==> src/rtl/io_event_pkg.sv <==
// Shared helpers for the io event capture block (FIFO addressing).
package io_event_pkg;

    // Address bits needed to index a FIFO of the given (power-of-two) depth.
    function automatic int fifo_addr_w(input int depth);
        return $clog2(depth);
    endfunction

endpackage

==> src/rtl/io_event_fifo.sv <==
// Show-ahead event FIFO: head entry is visible whenever not empty.
// Wrap-bit pointers separate full from empty; a push into a full FIFO succeeds only alongside a pop.
module io_event_fifo
    import io_event_pkg::*;
#(
    parameter int WIDTH    = 1,
    parameter int TS_WIDTH = 16,
    parameter int DEPTH    = 8
) (
    input  logic                clk,
    input  logic                rst,
    input  logic                push,
    input  logic [WIDTH-1:0]    push_io,
    input  logic [TS_WIDTH-1:0] push_ts,
    input  logic                pop,
    output logic [WIDTH-1:0]    head_io,
    output logic [TS_WIDTH-1:0] head_ts,
    output logic                empty,
    output logic                full,
    output logic                dropped
);
    localparam int AW = fifo_addr_w(DEPTH);

    typedef struct packed {
        logic [WIDTH-1:0]    io;
        logic [TS_WIDTH-1:0] ts;
    } entry_t;

    entry_t        mem [DEPTH];
    entry_t        wr_entry;
    logic [AW:0]   wr_ptr;
    logic [AW:0]   rd_ptr;
    logic          do_push;
    logic          do_pop;

    assign empty    = (wr_ptr == rd_ptr);
    assign full     = (wr_ptr[AW] != rd_ptr[AW]) && (wr_ptr[AW-1:0] == rd_ptr[AW-1:0]);
    assign do_pop   = pop && !empty;
    assign do_push  = push && (!full || do_pop);
    assign dropped  = push && full && !do_pop;
    assign wr_entry = '{io: push_io, ts: push_ts};

    always_ff @(posedge clk or posedge rst) begin
        if (rst) begin
            wr_ptr <= '0;
            rd_ptr <= '0;
            for (int i = 0; i < DEPTH; i++) mem[i] <= '0;
        end else begin
            // When full, the write slot equals the head slot being popped this cycle.
            if (do_push) begin
                mem[wr_ptr[AW-1:0]] <= wr_entry;
                wr_ptr              <= wr_ptr + (AW+1)'(1);
            end
            if (do_pop) rd_ptr <= rd_ptr + (AW+1)'(1);
        end
    end

    assign head_io = empty ? '0 : mem[rd_ptr[AW-1:0]].io;
    assign head_ts = empty ? '0 : mem[rd_ptr[AW-1:0]].ts;

endmodule

==> src/rtl/io_event_capture.sv <==
// Synchronises an async io bus, detects masked edges and logs timestamped events into a FIFO.
// Optional per-bit debounce filter is compiled in with IO_EVENT_CAPTURE_DEBOUNCE_EN.
module io_event_capture
    import io_event_pkg::*;
#(
    parameter int WIDTH           = 1,
    parameter int TS_WIDTH        = 16,
    parameter int FIFO_DEPTH      = 8,
    parameter int SYNC_STAGES     = 2,
    parameter int DEBOUNCE_CYCLES = 4
) (
    input  logic                clk,
    input  logic                rst,
    input  logic [WIDTH-1:0]    io_in,
    input  logic                enable,
    input  logic [WIDTH-1:0]    rise_mask,
    input  logic [WIDTH-1:0]    fall_mask,
    output logic [WIDTH-1:0]    level_out,
    output logic                ev_valid,
    input  logic                ev_ready,
    output logic [WIDTH-1:0]    ev_io,
    output logic [TS_WIDTH-1:0] ev_ts,
    output logic                ev_overflow,
    input  logic                clr_overflow
);
    logic [SYNC_STAGES-1:0][WIDTH-1:0] sync_q;
    logic [WIDTH-1:0]                  sync_out;
    logic [WIDTH-1:0]                  filt;
    logic [WIDTH-1:0]                  prev_q;
    logic [WIDTH-1:0]                  evt;
    logic [TS_WIDTH-1:0]               ts_q;
    logic                              push;
    logic                              fifo_empty;
    logic                              fifo_full;
    logic                              dropped;

    assign sync_out = sync_q[SYNC_STAGES-1];

`ifdef IO_EVENT_CAPTURE_DEBOUNCE_EN
    localparam int              CW       = $clog2(DEBOUNCE_CYCLES + 1);
    localparam logic [CW-1:0]   CNT_LAST = CW'(DEBOUNCE_CYCLES - 1);

    for (genvar b = 0; b < WIDTH; b++) begin : g_deb
        logic [CW-1:0] cnt_q;
        logic          lvl_q;

        // Level only follows the input after DEBOUNCE_CYCLES consecutive differing samples.
        always_ff @(posedge clk or posedge rst) begin
            if (rst) begin
                cnt_q <= '0;
                lvl_q <= 1'b0;
            end else if (sync_out[b] == lvl_q) begin
                cnt_q <= '0;
            end else if (cnt_q == CNT_LAST) begin
                cnt_q <= '0;
                lvl_q <= sync_out[b];
            end else begin
                cnt_q <= cnt_q + CW'(1);
            end
        end

        assign filt[b] = lvl_q;
    end
`else
    assign filt = sync_out;
`endif

    assign evt  = (filt & ~prev_q & rise_mask) | (~filt & prev_q & fall_mask);
    assign push = (|evt) && enable;

    // prev tracks the level even while disabled, so re-enabling never replays an old change.
    always_ff @(posedge clk or posedge rst) begin
        if (rst) begin
            sync_q      <= '0;
            prev_q      <= '0;
            ts_q        <= '0;
            ev_overflow <= 1'b0;
        end else begin
            sync_q <= {sync_q[SYNC_STAGES-2:0], io_in};
            prev_q <= filt;
            ts_q   <= ts_q + TS_WIDTH'(1);
            if (dropped)           ev_overflow <= 1'b1;
            else if (clr_overflow) ev_overflow <= 1'b0;
        end
    end

    assign level_out = filt;
    assign ev_valid  = !fifo_empty;

    io_event_fifo #(
        .WIDTH    (WIDTH),
        .TS_WIDTH (TS_WIDTH),
        .DEPTH    (FIFO_DEPTH)
    ) u_fifo (
        .clk     (clk),
        .rst     (rst),
        .push    (push),
        .push_io (filt),
        .push_ts (ts_q),
        .pop     (ev_ready),
        .head_io (ev_io),
        .head_ts (ev_ts),
        .empty   (fifo_empty),
        .full    (fifo_full),
        .dropped (dropped)
    );

endmodule

==> config.mk <==
export PLATFORM = sky130hd
export DESIGN_NAME = io_event_capture
export DESIGN_NICKNAME = d
export VERILOG_FILES = /design/src/rtl/io_event_pkg.sv /design/src/rtl/io_event_fifo.sv /design/src/rtl/io_event_capture.sv
export SDC_FILE = /design/constraint.sdc
export NUM_CORES = 1
export LEC_CHECK = 0
export ABC_CLOCK_PERIOD_IN_PS = 5200
export CAP_MARGIN = 20
export CORE_MARGIN = 3
export CORE_UTILIZATION = 45
export CTS_BUF_LIST = sky130_fd_sc_hd__clkbuf_8 sky130_fd_sc_hd__clkbuf_16
export DETAILED_ROUTE_END_ITERATION = 12
export GPL_TIMING_DRIVEN = 1
export PLACE_DENSITY = 0.61
export SLEW_MARGIN = 20
export SYNTH_ARGS = -nofsm -noshare
export SYNTH_HDL_FRONTEND = slang
export SYNTH_HIERARCHICAL = 1
export SYNTH_SLANG_ARGS = --single-unit
==> constraint.sdc <==
create_clock -name clk -period 5.2 [get_ports clk]
set_input_delay 0.78 -clock clk [delete_from_list [all_inputs] [get_ports clk]]
set_output_delay 0.78 -clock clk [all_outputs]
set_load 0.01 [all_outputs]
==> key figures, run 1 <==
Run status
  – Status: finished, final reports clean

Global route
  – Remaining global-route overflow: 0
  – First-pass GRT wire length: 30100 um
  – Largest net degree at the start of global routing: 58
  – Vias in the first global route: 5020
  – GRT Total Usage: 21.9%
  – Initial antenna violation count: 0

Timing
  – Actual slew at the worst max-slew pin: 1.06 ns
  – Minimum clock period: 4.08 ns
  – Max Slew Vio Count: 0
  – Clock Skews: 0.00627 ns
  – Final hold vios: 0
  – RSZ-0062 raised after global routing: false
  – Slew margin rel.: 29.4%
  – Setup total negative slack: 0 ns
  – Fin crit share: 78.5%
  – Fmax: 0.245 GHz
  – Worst setup margin: 1.12 ns
  – Endpoints failing setup: 0

Worst hold path
  – Hold path endpoint: level_out
  – Hold depth: 0
  – Hold Crit Class: flop to flop
  – Worst hold start: sync_q[0]

Detailed routing
  – DRT Wirelength: 18900 um
  – Vias per cell: 6.33
  – ANT nets after route: 0
  – Routed len/inst: 24.5 um
  – Initial DRC count: 448
  – Via count: 4872
  – DRC viols: 0
  – 1st-pass router iterations: 5

Floorplan
  – IO Pins: 28
  – Die H: 136 um
  – Die width: 136 um
  – Core Rows: 46
  – Die Area: 18400 um^2
  – Initial core utilization: 46.7%
  – Core ar.: 16200 um^2

Placement
  – GPL Wtd Cong: 0.776
  – I/O Buffers: 27
  – Dpl ws: 1.60 ns
  – DP Wirelength: 10900 um
  – Post-DP Area: 7890 um^2

Critical path
  – Worst R2R End: u_fifo/mem[0]
  – Setup CP Type: flop to output port
  – Start of the worst register-to-register path: u_fifo/rd_ptr[0]
  – Crit-path cells: xnor2_2 -> and4b_1 -> nor2_1 -> clkdlybuf4s50_1
  – R2R depth: 4
  – Crit-path max cell delay: 0.94 ns
  – Crit path max-delay family: simple AND/OR/NAND/NOR gates
  – Worst-path cell with the longest stage delay: and4b_1
  – WP data required: 4.42 ns
  – WP data arrival: 3.30 ns
  – Crit-path max FO: 25
  – Flop2flop setup slack: 2.06 ns
  – Buf/Inv on CP: 1
  – CP endpoint kind: output port
  – Crit start category: flop

Synth
  – Avg Cell Area, Syn: 14.3 um^2
  – Post-Syn Nets: 537
  – Mapped Area: 7550 um^2
  – Synth warnings: 6
  – Gate Count Post-Synth: 526

Clocking
  – CTS clk-pin slew, worst paths: 0.06 ns
  – # H-tree levels: 4
  – Hold-fix buffers, CTS: 0
  – # resized after CTS: 0
  – Post-CTS setup buffers: 0
  – TritonCTS clock tree: built
  – Cts bufs inserted: 17
  – Clk_lat worst skew: 0.42 ns
  – Clk buf depth: 2
  – CTS Sinks: 164
  – Clock root buffer: clkbuf_16

Layout
  – Antenna cell count: 0
  – Layout cells sized above 1: 17.0%
  – Fillers: 1339
  – Area growth, synth to finish: 11.8%
  – Nets: 553
  – Final Cell Area: 8440 um^2

Power and ir drop
  – Power Density: 495 nW/um^2
  – LEAKAGE: 3.56 nW
  – Worst vdd ir: 0.262 mV

Run
  – Max-Cap Viols: 0
## through the flow
step                      cells  power, mW  util (%)  hold WS [ns]
after floorplan             526       2.66         -         0.331
after global placement      739       3.03      48.8         0.336
after detailed placement    739       3.05      48.8         0.341
after CTS                   770       4.21      52.2         0.355
after global routing        770       4.37      52.2         0.357
final                       770       4.18      52.2         0.351
## report_power, final
part	internal, mW	switching [mW]	leakage (nW)
logic	0.590	0.744	1.06
registers	1.48	0.206	2.21
clock network	0.674	0.481	0.290
total	2.75	1.43	3.56
## cells in the final DEF (no fill, tap or decap), types with 8 or more instances in the layout
master	instances
clkdlybuf4s50_1	26
xor2_1	12
nand2_1	25
inv_1	11
mux4_2	34
o21bai_4	8
mux2i_1	17
clkbuf_16	17
xnor2_1	10
dfrtp_1	163
o2bb2ai_1	136
nor2_1	23
nand3_1	8
## worst max-delay path by stage
stage / start / to / slack, ns / depth (start not counted)
after floorplan: rst / u_fifo/mem[0] / 0.55 / 1
after global placement: u_fifo/rd_ptr[0] / ev_ts[2] / 1.59 / 4
after detailed placement: u_fifo/rd_ptr[0] / ev_ts[2] / 1.60 / 4
after CTS: u_fifo/rd_ptr[0] / ev_ts[2] / 1.12 / 4
after global routing: u_fifo/rd_ptr[0] / ev_ts[2] / 0.96 / 4
final: u_fifo/rd_ptr[0] / ev_ts[2] / 1.12 / 4
## registers in the layout, summed over array words and instances (netlist names)
| signal | flops |
|---|---|
| ev_overflow | 1 |
| level_out | 1 |
| prev_q | 1 |
| sync_q | 1 |
| ts_q | 16 |
| u_fifo/mem | 136 |
| u_fifo/rd_ptr | 4 |
| u_fifo/wr_ptr | 4 |
## metal layers
layer  track usage, %  part of all wire [%]  vias to the layer above
met5                0                     0                        -
met4             5.99                   1.3                        0
met3             4.42                   5.9                       24
met2             33.8                    48                      189
met1             32.1                    45                     2576
li1                 -                     -                     2083
## cell type report
cell class	count	area [um^2]	area share (%)
Inverter	9	38.8	0.460
Timing Repair Buffer	32	303	3.59
Multi-Input combinational cell	318	3180	37.6
Tap cell	216	270	3.20
Clock buffer	23	508	6.02
Sequential cell	164	4110	48.7
Clock inverter	8	35.0	0.415
Note: power is estimated with default switching activity, not from simulation.
==> run 2, diff against run 1 <==
--- a/config.mk
+++ b/config.mk
@@ -5,14 +5,14 @@
 export SDC_FILE = /design/constraint.sdc
 export NUM_CORES = 1
 export LEC_CHECK = 0
-export ABC_CLOCK_PERIOD_IN_PS = 5200
+export ABC_CLOCK_PERIOD_IN_PS = 3700
 export CAP_MARGIN = 20
 export CORE_MARGIN = 3
 export CORE_UTILIZATION = 45
 export CTS_BUF_LIST = sky130_fd_sc_hd__clkbuf_8 sky130_fd_sc_hd__clkbuf_16
 export DETAILED_ROUTE_END_ITERATION = 12
 export GPL_TIMING_DRIVEN = 1
-export PLACE_DENSITY = 0.61
+export PLACE_DENSITY = 0.63
 export SLEW_MARGIN = 20
 export SYNTH_ARGS = -nofsm -noshare
 export SYNTH_HDL_FRONTEND = slang
==> constraint.sdc (replaced) <==
create_clock -name clk -period 3.7 [get_ports clk]
set_input_delay 0.555 -clock clk [delete_from_list [all_inputs] [get_ports clk]]
set_output_delay 0.555 -clock clk [all_outputs]
set_load 0.01 [all_outputs]
==> key figures, run 2 (synthesized netlist as in run 1, its figures left out) <==
Run status
  – Status: finished, final reports clean

Timing
  – Slew margin rel.: 37.9% (+8.5 points)
  – Actual slew at the worst max-slew pin: 0.931 ns (-0.124 ns)
  – Final hold vios: 0 (unchanged)
  – Setup total negative slack: 0 ns (unchanged)
  – Fin crit share: 85.4%
  – Fmax: 0.317 GHz
  – Endpoints failing setup: 0 (unchanged)
  – RSZ-0062 raised after global routing: false
  – Max Slew Vio Count: 0 (unchanged)
  – Clock Skews: 0.00619 ns (-0.0000792 ns)
  – Minimum clock period: 3.16 ns

Layout
  – Nets: 560 (+1.3%)
  – Most flop-heavy register: u_fifo/mem
  – Most frequent cells in the layout: dfrtp_1, o2bb2ai_1, mux4_2
  – Non-filler instance count after layout: 778 (+1.0%)
  – Antenna cell count: 0 (unchanged)
  – Area growth, synth to finish: 13.8%
  – Most common cell after layout, fill and taps aside: dfrtp_1
  – Max FFs per register: 136 (unchanged)
  – Top Registers: u_fifo/mem: 136 flops, ts_q: 16 flops
  – Layout cells sized above 1: 18.9% (+1.9 points)
  – Final Cell Area: 8590 um^2 (+1.8%)

Critical path
  – Setup CP Type: flop to output port
  – Crit start category: flop
  – Crit-path max FO: 17 (-32%)
  – CP endpoint kind: output port
  – WP data required: 3.14 ns (-1.28 ns)
  – WP data arrival: 2.60 ns (-0.70 ns)

Clocking
  – TritonCTS clock tree: built
  – Cts bufs inserted: 17 (unchanged)
  – Clock root buffer: clkbuf_16
  – CTS clk-pin slew, worst paths: 0.06 ns (about the same)
  – Hold-fix buffers, CTS: 0 (unchanged)
  – CTS Sinks: 164 (unchanged)
  – Clk buf depth: 2 (unchanged)
  – # resized after CTS: 0 (unchanged)
  – # H-tree levels: 4 (unchanged)
  – Post-CTS setup buffers: 0 (unchanged)
  – Clk_lat worst skew: 0.42 ns (about the same)

Power and ir drop
  – Worst vdd ir: 0.534 mV (+100%)
  – LEAKAGE: 3.61 nW (+1.2%)
  – Power Density: 713 nW/um^2 (+44%)

Detailed routing
  – Initial DRC count: 396 (-12%)
  – 1st-pass router iterations: 5 (unchanged)
  – Via count: 4845 (-0.55%)
  – DRC viols: 0 (unchanged)
  – DRT Wirelength: 19000 um (+0.88%)
  – ANT nets after route: 0 (unchanged)
  – Vias per cell: 6.23 (-1.6%)
  – Routed len/inst: 24.5 um (-0.16%)

Global route
  – Initial antenna violation count: 0 (unchanged)
  – Remaining global-route overflow: 0 (unchanged)
  – Largest net degree at the start of global routing: 48 (-17%)
  – First-pass GRT wire length: 30400 um (+1.1%)
  – Vias in the first global route: 5058 (+0.76%)
  – GRT Total Usage: 22.1% (+0.17 points)

Floorplan
  – Die width: 136 um (unchanged)
  – Core ar.: 16200 um^2 (unchanged)
  – Die Area: 18400 um^2 (unchanged)
  – Initial core utilization: 46.7% (unchanged)
  – IO Pins: 28 (unchanged)
  – Core Rows: 46 (unchanged)
  – Die H: 136 um (unchanged)

Placement
  – GPL Wtd Cong: 0.754 (-2.8%)
  – I/O Buffers: 27 (unchanged)
  – Cell total after placement: 746 (+0.95%)
  – DP Wirelength: 11600 um (+6.6%)
  – Post-DP Area: 7980 um^2 (+1.1%)

Worst hold path
  – Hold Crit Class: flop to flop

Run
  – Max-Cap Viols: 0 (unchanged)
-- run 2: changes by cell type in the layout (fill, tap and decap cells not counted) --
cell and delta:
buf_12 +3, buf_4 +4, bufinv_16 +3, clkbuf_8 -6
clkinv_2 -1, clkinv_4 +2, clkinvlp_4 +4, inv_1 -4
inv_6 +3
-- run 2: area by class of cell --
type / instances / area [um^2]
clock buffers: 17 / 425
clock inverters: 15 / 180
fillers: 1311 / 7590
inverters: 9 / 37.5
multi-input cells: 318 / 3180
flip-flops and latches: 164 / 4110
well taps: 216 / 270
repair buffers: 39 / 393
-- run 2: metrics by stage --
step | setup slack, ns | hold WS (ns) | power [mW] | utilization, %
floorplan | 1.34 | 0.331 | 3.74 | -
global placement | 0.974 | 0.339 | 4.31 | 49.4
detailed placement | 0.929 | 0.348 | 4.35 | 49.4
CTS | 0.504 | 0.363 | 6.17 | 53.1
global route | 0.412 | 0.374 | 6.41 | 53.1
finish | 0.542 | 0.357 | 6.13 | 53.1
-- run 2: worst paths after layout --
path	end	slack, ns	startpoint	cells past startpoint
min reg2reg	level_out	0.36	sync_q[0]	0
max in group asynchronous	u_fifo/rd_ptr[0]	2.36	rst	3
max	ev_ts[11]	0.54	u_fifo/rd_ptr[1]	5
max reg2reg	u_fifo/mem[36]	0.91	u_fifo/wr_ptr[2]	4
min	level_out	0.36	sync_q[0]	0
min in group asynchronous	u_fifo/mem[2]	0.60	rst	2
-- run 2: critical path, stage by stage, from the launching register on --
cell             delay [ns]
dfrtp_1                0.56
buf_4                  0.38
mux4_2                 0.35
mux2i_1                0.30
nor2_1                 0.10
clkdlybuf4s50_1        0.48
-- run 2: report_power, final --
part | internal (mW) | switching, mW | leakage (nW)
Combinational | 0.868 | 1.13 | 1.11
Clock | 1.07 | 0.743 | 0.290
Sequential | 2.09 | 0.231 | 2.21
Total | 4.02 | 2.10 | 3.61
-- run 2: layer usage --
metal | vias to the layer above | track usage, % | part of all wire, %
met4 | 0 | 6.05 | 1.2
met5 | - | 0 | 0
met1 | 2585 | 31.5 | 45
li1 | 2108 | - | -
met2 | 133 | 33.9 | 48
met3 | 19 | 5.98 | 5.4
==> run 3, diff against run 2 <==
--- a/config.mk
+++ b/config.mk
@@ -12,8 +12,10 @@
 export CTS_BUF_LIST = sky130_fd_sc_hd__clkbuf_8 sky130_fd_sc_hd__clkbuf_16
 export DETAILED_ROUTE_END_ITERATION = 12
 export GPL_TIMING_DRIVEN = 1
+export HOLD_SLACK_MARGIN = 0.12
+export MAX_ROUTING_LAYER = met4
 export PLACE_DENSITY = 0.63
-export SLEW_MARGIN = 20
+export SLEW_MARGIN = 30
 export SYNTH_ARGS = -nofsm -noshare
 export SYNTH_HDL_FRONTEND = slang
 export SYNTH_HIERARCHICAL = 1
==> key figures, run 3 (synthesized netlist as in run 1, its figures left out) <==
Placement
  – I/O Buffers: 27 (unchanged)
  – Dpl ws: 0.929 ns (unchanged)
  – Cell total after placement: 746 (unchanged)
  – GPL Wtd Cong: 0.764 (+1.3%)
  – DP Wirelength: 11600 um (unchanged)

Global route
  – Remaining global-route overflow: 0 (unchanged)
  – Vias in the first global route: 5057 (-0.020%)
  – Largest net degree at the start of global routing: 48 (unchanged)
  – First-pass GRT wire length: 30400 um (about the same)
  – Initial antenna violation count: 0 (unchanged)
  – GRT Total Usage: 22.8% (+0.65 points)

Timing
  – Slew margin rel.: 38.0% (+0.039 points)
  – Final hold vios: 0 (unchanged)
  – Max Slew Vio Count: 0 (unchanged)
  – Actual slew at the worst max-slew pin: 0.931 ns (-0.000589 ns)
  – Clock Skews: 0.00683 ns (+0.000645 ns)
  – Endpoints failing setup: 0 (unchanged)
  – Minimum clock period: 3.13 ns (-0.0240 ns)
  – Fmax: 0.319 GHz (+0.77%)
  – RSZ-0062 raised after global routing: false
  – Worst setup margin: 0.566 ns (+0.0240 ns)
  – Setup total negative slack: 0 ns (unchanged)
  – Fin crit share: 84.7% (-0.65 points)

Clocking
  – Hold-fix buffers, CTS: 0 (unchanged)
  – Post-CTS setup buffers: 0 (unchanged)
  – Clock root buffer: clkbuf_16
  – Clk_lat worst skew: 0.43 ns (about the same)
  – Clk buf depth: 2 (unchanged)
  – # H-tree levels: 4 (unchanged)
  – TritonCTS clock tree: built
  – CTS Sinks: 164 (unchanged)
  – # resized after CTS: 0 (unchanged)
  – Cts bufs inserted: 17 (unchanged)
  – CTS clk-pin slew, worst paths: 0.06 ns (about the same)

Power and ir drop
  – Clock share of power: 29.6% (about the same)
  – Switching Fraction: 34.2% (-0.11 points)
  – Flop pwr share: 37.9% (about the same)
  – Gate power share: 32.6% (about the same)
  – Internal: 4.02 mW (about the same)
  – Power Density: 712 nW/um^2 (-0.18%)
  – Sw power: 2.09 mW (-0.51%)
  – LEAKAGE: 3.61 nW (unchanged)
  – Worst vdd ir: 0.534 mV (-0.11%)

Critical path
  – Setup CP Type: flop to output port
  – WP data required: 3.14 ns (about the same)
  – Crit start category: flop
  – Crit-path max FO: 21 (+4)
  – CP endpoint kind: output port
  – Flop2flop setup slack: 0.95 ns (+0.04 ns)
  – WP data arrival: 2.58 ns (-0.02 ns)

Detailed routing
  – Via count: 4813 (-0.66%)
  – Vias per cell: 6.19 (-0.66%)
  – Routed len/inst: 24.4 um (-0.32%)
  – 1st-pass router iterations: 4 (-1)
  – ANT nets after route: 0 (unchanged)
  – DRC viols: 0 (unchanged)
  – Initial DRC count: 363 (-8.3%)
  – DRT Wirelength: 19000 um (-0.32%)

Layout
  – Most flop-heavy register: u_fifo/mem
  – Core Util, Final: 53.1% (unchanged)
  – Most frequent cells in the layout: dfrtp_1, o2bb2ai_1, mux4_2
  – Max FFs per register: 136 (unchanged)
  – Non-filler instance count after layout: 778 (unchanged)
  – Most common cell after layout, fill and taps aside: dfrtp_1
  – Nets: 560 (unchanged)
  – Layout cells sized above 1: 18.9% (unchanged)
  – Area growth, synth to finish: 13.8% (unchanged)
  – Antenna cell count: 0 (unchanged)
  – Top Registers: u_fifo/mem: 136 flops, ts_q: 16 flops

Run status
  – Status: finished, final reports clean

Floorplan
  – Die Area: 18400 um^2 (unchanged)
  – Die width: 136 um (unchanged)
  – Die H: 136 um (unchanged)
  – Core ar.: 16200 um^2 (unchanged)
  – Core Rows: 46 (unchanged)
  – Initial core utilization: 46.7% (unchanged)
  – IO Pins: 28 (unchanged)

Run
  – Max-Cap Viols: 0 (unchanged)

Worst hold path
  – Hold Crit Class: flop to flop
run 3: cell counts in the layout (fill, tap and decap cells not counted):
No cell type changed its count.
run 3: final cells by class:
| cell class | instances | area [um^2] |
|---|---|---|
| fillers | 1311 | 7590 |
| inverters | 9 | 37.5 |
| flip-flops and latches | 164 | 4110 |
| clock inverters | 15 | 180 |
| multi-input cells | 318 | 3180 |
| repair buffers | 39 | 393 |
| clock buffers | 17 | 425 |
| well taps | 216 | 270 |
run 3: critical path, cell delays in order (launching register included):
cell and delay, ns:
dfrtp_1 0.72, xnor2_1 0.23, and4b_1 0.25, buf_4 0.23
nor2_1 0.17, clkdlybuf4s50_1 0.55
run 3: power by group through the flow:
| stage | Combinational (mW) | Sequential (mW) | Clock [mW] |
|---|---|---|---|
| after floorplan | 1.50 | 2.24 | 0 |
| after CTS | 2.02 | 2.31 | 1.84 |
| after global routing | 2.13 | 2.35 | 1.92 |
| after global placement | 1.98 | 2.33 | 0 |
| final | 1.99 | 2.32 | 1.81 |
| after detailed placement | 2.01 | 2.34 | 0 |
run 3: routing by layer:
metal | share of wire (%) | wire (um) | track usage [%] | vias up
met1 | 44 | 8270 | 31.5 | 2537
met5 | 0 | 0 | - | -
li1 | - | - | - | 2108
met3 | 6.6 | 1260 | 5.91 | 16
met2 | 49 | 9250 | 33.9 | 152
met4 | 1.0 | 195 | 6.05 | 0
run 3: worst paths after layout:
| path | start | to | cells past startpoint |
|---|---|---|---|
| max in group asynchronous | rst | u_fifo/rd_ptr[0] | 3 |
| max | u_fifo/wr_ptr[2] | ev_ts[11] | 5 |
| min reg2reg | sync_q[0] | level_out | 0 |
| min in group asynchronous | rst | u_fifo/mem[2] | 2 |
| max reg2reg | u_fifo/wr_ptr[2] | u_fifo/mem[35] | 4 |
| min | sync_q[0] | level_out | 0 |
run 3: metrics by stage:
| step | total power [mW] | hold WS [ns] | instance area [um^2] |
|---|---|---|---|
| after CTS | 6.17 | 0.363 | 8590 |
| after global routing | 6.41 | 0.374 | 8590 |
| final | 6.11 | 0.357 | 8590 |
| after floorplan | 3.74 | 0.331 | 7550 |
| after detailed placement | 4.35 | 0.348 | 7980 |
| after global placement | 4.31 | 0.339 | 7980 |
